$ cat src/rtl/sal_arbiter_rr_64to1.sv
// sal_arbiter_rr_64to1
//   Round-robin arbiter merging REQ_CNT producers onto one downstream
//   valid/grant channel. A single pointer holds the highest-priority index;
//   selection is purely combinational and the pointer advances past the
//   winner on every accepted transfer.
//
// Ports
//   clk        : clock, all state changes on the rising edge
//   rst        : synchronous active-high reset, forces outputs to zero
//   req_arr_i  : per-requester request bits
//   data_arr_i : per-requester data words
//   gnt_arr_o  : one-hot grant back to the winning requester on transfer
//   req_o      : downstream valid, high when any requester is requesting
//   data_o     : data word of the current winner (zero when idle)
//   gnt_i      : downstream accept
module sal_arbiter_rr_64to1 #(
  parameter int REQ_CNT    = 64,
  parameter int DATA_WIDTH = 12
) (
  input  logic                  clk,
  input  logic                  rst,
  input  logic [REQ_CNT-1:0]    req_arr_i,
  input  logic [DATA_WIDTH-1:0] data_arr_i [0:REQ_CNT-1],
  output logic [REQ_CNT-1:0]    gnt_arr_o,
  output logic                  req_o,
  output logic [DATA_WIDTH-1:0] data_o,
  input  logic                  gnt_i
);

  localparam int PTR_W = $clog2(REQ_CNT);

  logic [PTR_W-1:0]     ptr_q;
  logic [PTR_W-1:0]     ptr_d;
  logic [REQ_CNT-1:0]   mask_hi;
  logic [2*REQ_CNT-1:0] req_dbl;
  logic [PTR_W-1:0]     winner;
  logic                 found;
  logic                 xfer;

  // Lower half holds only requests at or above the pointer; upper half holds
  // all requests. The first set bit of the doubled vector is the circular
  // winner, and its index modulo REQ_CNT is the requester number.
  always_comb begin
    mask_hi = '0;
    for (int i = 0; i < REQ_CNT; i++) begin
      mask_hi[i] = (i >= int'(ptr_q));
    end
    req_dbl = {req_arr_i, req_arr_i & mask_hi};
    winner  = '0;
    found   = 1'b0;
    for (int i = 0; i < 2*REQ_CNT; i++) begin
      if (!found && req_dbl[i]) begin
        found  = 1'b1;
        winner = PTR_W'(i);
      end
    end
  end

  always_comb begin
    req_o     = 1'b0;
    data_o    = '0;
    gnt_arr_o = '0;
    xfer      = 1'b0;
    ptr_d     = ptr_q;
    if (!rst && (|req_arr_i)) begin
      req_o  = 1'b1;
      data_o = data_arr_i[winner];
      if (gnt_i) begin
        xfer              = 1'b1;
        gnt_arr_o[winner] = 1'b1;
        // Power-of-two REQ_CNT makes the natural PTR_W-bit wrap the modulo.
        ptr_d             = winner + PTR_W'(1);
      end
    end
  end

  always_ff @(posedge clk) begin
    if (rst) begin
      ptr_q <= '0;
    end else if (xfer) begin
      ptr_q <= ptr_d;
    end
  end

endmodule

$ cat config.mk
export PLATFORM = sky130hd
export DESIGN_NAME = sal_arbiter_rr_64to1
export DESIGN_NICKNAME = d
export VERILOG_FILES = /design/src/rtl/sal_arbiter_rr_64to1.sv
export SDC_FILE = /design/constraint.sdc
export NUM_CORES = 1
export LEC_CHECK = 0
export CAP_MARGIN = 5
export CORE_AREA = 2 2 357 359
export DETAILED_ROUTE_END_ITERATION = 10
export DIE_AREA = 0 0 359 361
export HOLD_SLACK_MARGIN = 0.12
export SLEW_MARGIN = 40
export SYNTH_ARGS = -nofsm -noshare
export SYNTH_HDL_FRONTEND = slang
export SYNTH_SLANG_ARGS = --single-unit
export TNS_END_PERCENT = 50
$ cat constraint.sdc
create_clock -name clk -period 8.9 [get_ports clk]
set_input_delay 1.335 -clock clk [delete_from_list [all_inputs] [get_ports clk]]
set_output_delay 1.335 -clock clk [all_outputs]
set_load 0.01 [all_outputs]
Word level (Yosys, flattened, before mapping):

Cells that the tools add are included.

* bits in registers: 6
* bits of input ports: 835
* output and inout port bits: 77
* word-level logic and storage cells: 594

* add/subtract/negate cells: 1
* order comparisons: 66
* muxes and demuxes: 265
* bitwise logic cells: 2
* reductions and logical operators: 259

Operators with widths (count)
* $mux 6: 125
* $ge 6x6->1 const A: 31
* $mux 1: 132
* $logic_and 1x1->1: 129
* $logic_not 1->1: 128
* $mux 64: 2
* $ge 5x6->1 const A: 16
* $bmux 12 s6: 1
* $and 64x64->64: 1
* $reduce_or 64->1: 1
* $ge 4x6->1 const A: 8
* $mux 12: 3
* $ge 3x6->1 const A: 4
* $ge 1x6->1 const A: 2
* $ge 2x6->1 const A: 2
* $ge 7x7->1 const B: 1
* $lt 6x7->1 const B: 1
* $not 6->7: 1
* $add 6x1->6 const B: 1
* $demux 1 s6: 1
* $ge 6x1->1 const B: 1
* $reduce_and 3->1: 1
* $mux 2: 1

Logic depth before layout (Yosys ltp):

Gate-level depths: netlist of run 1.

* word-level depth: 390
* gate-level depth with buffers: 21
* gate-level depth less buffers: 14

Worst setup path before layout of run 1:

No wires, ideal clock.

* kind: input port to output port
* from: input port req_arr_i[45]
* to: output port data_o[6]
* arrival time: 4935 ps
* required time: 7565 ps
* slack: 2630 ps
* stages: 17
* path buffers: 4
* path through: buf_2 > or4_4 > or2_4 > a2111o_1 > a211oi_1 > o21ai_1 > o31ai_1 > a211oi_2 > a21o_2 > clkinv_4 > buf_8 > buf_6 > buf_2 > o221ai_1 > a211o_1 > o211a_1 > nor4b_1

* cells in the longest elaborated chain, start to end: 254
* elaborated cells on any way between the ends: 338
* classes of those cells: mux (169); bitwise (2); reduce/logical (167)

RTL lines
* start, declared: RTL line 22 `input logic [REQ_CNT-1:0] req_arr_i,`
* $and 64x64->64: RTL line 48 `req_dbl = {req_arr_i, req_arr_i & mask_hi};`
* $logic_and 1x1->1: RTL line 52 `if (!found && req_dbl[i]) begin`
* $mux 1: RTL line 52
* $logic_not 1->1: RTL line 52
* $logic_and 1x1->1: RTL line 52
* $mux 1: RTL line 52
* $logic_not 1->1: RTL line 52
* $logic_and 1x1->1: RTL line 52
* [... 237 more ...]
* $mux 1: RTL line 52
* $logic_not 1->1: RTL line 52
* $logic_and 1x1->1: RTL line 52
* $mux 6: RTL line 52
* $not 6->7 (implied by the code): RTL line 67 `data_o = data_arr_i[winner];`
* $bmux 12 s6: RTL line 67
* $mux 12 (implied by the code) (2 in a row): RTL line 67
* $mux 12 *: RTL line 65 `if (!rst && (|req_arr_i)) begin`
* end, declared: RTL line 26 `output logic [DATA_WIDTH-1:0] data_o,`

Mark *: on every way between the ends. The rest lies on a longest branch, timed or not. The select of a mux whose other input is x is not followed.

Final worst setup path of run 1:

* from: input port req_arr_i[25]
* to: output port data_o[3]

* cells in the longest elaborated chain, start to end: 314
* elaborated cells on any way between the ends: 418
* classes of those cells: mux (209); bitwise (2); reduce/logical (207)

RTL lines (RTL line)
* $and 64x64->64: 48
* $logic_and 1x1->1: 52
* $mux 1: 52
* $logic_not 1->1: 52
* $logic_and 1x1->1: 52
* $mux 1: 52
* $logic_not 1->1: 52
* $logic_and 1x1->1: 52
* [... 297 more ...]
* $mux 1: 52
* $logic_not 1->1: 52
* $logic_and 1x1->1: 52
* $mux 6: 52
* $not 6->7 (implied by the code): 67
* $bmux 12 s6: 67
* $mux 12 (implied by the code) (2 in a row): 67
* $mux 12 *: 65

Marks and branches as above.

==> results of run 1 <==
[layer usage]
| metal | track usage [%] | routed length (um) | up-vias |
|---|---|---|---|
| met3 | 3.132 | 11150 | 213 |
| met1 | 27.49 | 60630 | 10090 |
| met4 | 5.601 | 4396 | 14 |
| li1 | - | - | 8880 |
| met5 | 0 | 83 | - |
| met2 | 37.40 | 71450 | 1487 |
[per-stage QoR]
| step | hold slack (ps) | std cells |
|---|---|---|
| 6_report | 795.7 | 4425 |
| 5_1_grt | 826.8 | 4417 |
| 4_1_cts | 782.5 | 4399 |
| 3_5_place_dp | 775.6 | 4397 |
| 3_3_place_gp | 772.6 | 4395 |
| 2_1_floorplan | 804.2 | 1848 |
[critical path: stages]
cell             delay (ps)
clkdlybuf4s50_1         570
o31ai_1                 530
nand4_1                 440
nor3_4                  410
nand3_2                 270
or2_1                   470
a311oi_4                620
a21oi_4                  80
inv_6                   300
buf_12                  290
buf_4                   260
mux2_2                  360
o221ai_1                200
o21ai_0                 250
a311oi_1                690
nor4_2                  150
buf_4                   180
[synthesized netlist by cell type (13+ instances only)]
cell type  instances  area (sq um)
nand2_1          395          1483
a311oi_1          21         183.9
nor2b_1           14         87.58
nand4_1           28         175.2
a211oi_1          40         300.3
nor2_1           143         536.8
or4_1             13         97.59
a31oi_1           37         231.5
o221ai_1          35         306.5
buf_6             18         202.7
nand3_1          142         710.7
clkbuf_1          41         153.9
buf_2             58         290.3
o21a_1            13         97.59
mux2_2            33         371.6
o22ai_1           44         275.3
a21oi_1           82         410.4
o31ai_1           18         135.1
o211ai_1          25         187.7
o21ai_0           69         345.3
and3_1            16         100.1
nor4_1            13         81.33
nor3_1            48         240.2
a32oi_1           21         183.9
buf_4             31         232.7
inv_1             29         108.9
mux2i_1          123          1231
[power by group through the flow]
stage	clock, uW	sequential, uW	combinational [uW]
4_1_cts	72.4	57.9	3590
3_5_place_dp	0	58.4	3590
5_1_grt	74.4	59.7	3730
6_report	71.6	58.9	3580
2_1_floorplan	0	33.9	1680
3_3_place_gp	0	57.6	3580
[what timing repair did]
item / in CTS / in global routing
setup endpoints to repair: 1 / 4
buffers inserted: 0 / 0
pin swaps: 0 / 0
resized for setup: 0 / 6
[cell families after synthesis]
| logic type | Yosys count |
|---|---|
| adder cells (fa/ha/maj) | 1 |
| AND/OR/NAND/NOR | 913 |
| buffers and inverters | 194 |
| AO/OA/AOI/OAI | 566 |
| XOR/XNOR | 4 |
| multiplexers | 164 |
| flip-flops | 6 |
[path summary, 6_finish.rpt]
check	startpoint	depth (start not counted)	endpoint	slack (ps)
worst max-delay path	req_arr_i[25]	17	data_o[3]	90
worst max register to register	ptr_q[0]	15	ptr_q[5]	3200
worst min register to register	ptr_q[0]	2	ptr_q[0]	800
worst min-delay path	ptr_q[0]	2	ptr_q[0]	800
[cell type report]
cell class,count,share of cell area (%)
multi-input combinational,1648,44.85
clock buffer,3,0.3210
timing repair buffer,1059,44.58
inverter,33,0.6045
antenna,26,0.2782
sequential,6,0.5403
tap,1650,8.826
==> summary.txt, run 1 <==
core area: 125400 sq um
syn avg cell area: 6.205 sq um
chip width: 359 um
number of max-cap violations: 0
Slew HR: 38.87%
final core occ: 18.65%
die area: 129600 sq um
VDD IR max: 0.1364 mV
critical path type: in2out
number of CTS-inserted buffers: 3
first-pass GRT wire length: 190.3 mm
share of layout cells above drive strength 1: 11.09%
Post-Place Setup Slack: 36.20 ps
ys async rst share: 0%
critical path capture point type: output pin
Post-synth EDFFs: 0
most frequent cells in the layout: clkdlybuf4s50_1, nand2_1, buf_4
worst slew pin tran: 910.8 ps
RSZ-0062 raised after global routing: false
Clock power frac: 1.9%
setup TNS: 0 ps
WL final: 147.7 mm
Tot Pwr: 3709 uW
NetSw: 2335 uW
setup ws final: 86.36 ps
H-tree depth: 1
multiplexer share of the synthesized area: 14.86%
register area: 126.4 sq um
Area growth syn-to-layout: 104.0%
via count: 20680
leakage: 0.008096 uW
Post-Synthesis Cell Area: 11470 sq um
Worst Hold Class: reg2reg
Synth Register Bits: 6
number of top-level design ports: 912
Seq/Total Area, Yosys: 1.048%
vias in the first global route: 20170
pin count of the biggest net entering global routing: 68
Critical Path Fanout Max: 26
die span in y: 361 um
critical path data required time: 7570 ps
Post-Synth Adder-Cell Area: 0.1091%
final net count: 3587
largest family of logic cells by synthesized area: simple AND/OR/NAND/NOR gates
Longest Clk Path Bufs: 2
DRT antenna net count: 0
drt drc: 0
Mapped Nets: 2684
initial antenna violation count: 57
min cycle time layout: 8814 ps
Synth Warn #: 0
Post-DP HPWL: 125.5 mm
highest clock rate: 0.1135 GHz
FP Rows: 130
root buffer cell: clkbuf_16
Via-to-Cell Ratio: 4.673
Reg with most FFs: ptr_q
Power Density: 158.6 nW/um^2
Synth Area in XOR/XNOR: 0.3055%
Congestion Overflow GR: 0
part of the power in registers: 1.6%
outcome: complete, no violations
Final period util: 99.03%
CP startpoint kind: input pin
1st-pass router iterations: 6
final setup fails: 0
clk slew on worst S/H paths: 30 ps
Placer Congestion: 0.9735
Comb pwr share: 96.5%
Hold Fails Final Rpt: 0
clock sinks: 6
Final Cell Area: 23390 sq um
Cell Int Power: 1373 uW
DR iter-0 viols: 2349
biggest regs: ptr_q x6
commonest non-fill, non-tap cell in the layout: clkdlybuf4s50_1
worst clock skew: 0.2177 ps
Cell variety after synth: 107
max FFs per register: 6
TritonCTS clock tree: yes
multi-input logic area: 10490 sq um
fillers: 14340
Net Sw Frac: 62.97%
Placed Area: 23210 sq um
CP Data Arrival Time: 7480 ps
PortBufs: 911
Initial Util: 9.143%
simple-gate portion of the synthesized area: 38.14%
GRT Total Usage: 21.47%
top_reg_cell synth: dfxtp_1
Worst-Skew Late Latency: 230 ps
hold buffer count at CTS: 0
drt wl/cell: 33.38 um
fin. max-slew vios: 0
Synth Area in Compound Gates: 35.86%
Cells after Synth: 1848
No activity file was read; power rests on OpenSTA's default activity.
==> run 2, diff against run 1 <==
--- a/config.mk
+++ b/config.mk
@@ -9,7 +9,7 @@
 export CORE_AREA = 2 2 357 359
 export DETAILED_ROUTE_END_ITERATION = 10
 export DIE_AREA = 0 0 359 361
-export HOLD_SLACK_MARGIN = 0.12
+export HOLD_SLACK_MARGIN = 0.05
 export SLEW_MARGIN = 40
 export SYNTH_ARGS = -nofsm -noshare
 export SYNTH_HDL_FRONTEND = slang
==> results of run 2 <==
The final DEF is identical to that of run 1; final timing and power are the same.
==> run 3, diff against run 2 <==
--- a/config.mk
+++ b/config.mk
@@ -5,7 +5,7 @@
 export SDC_FILE = /design/constraint.sdc
 export NUM_CORES = 1
 export LEC_CHECK = 0
-export CAP_MARGIN = 5
+export CAP_MARGIN = 40
 export CORE_AREA = 2 2 357 359
 export DETAILED_ROUTE_END_ITERATION = 10
 export DIE_AREA = 0 0 359 361
==> results of run 3 <==
The final DEF is identical to that of run 1; final timing and power are the same.
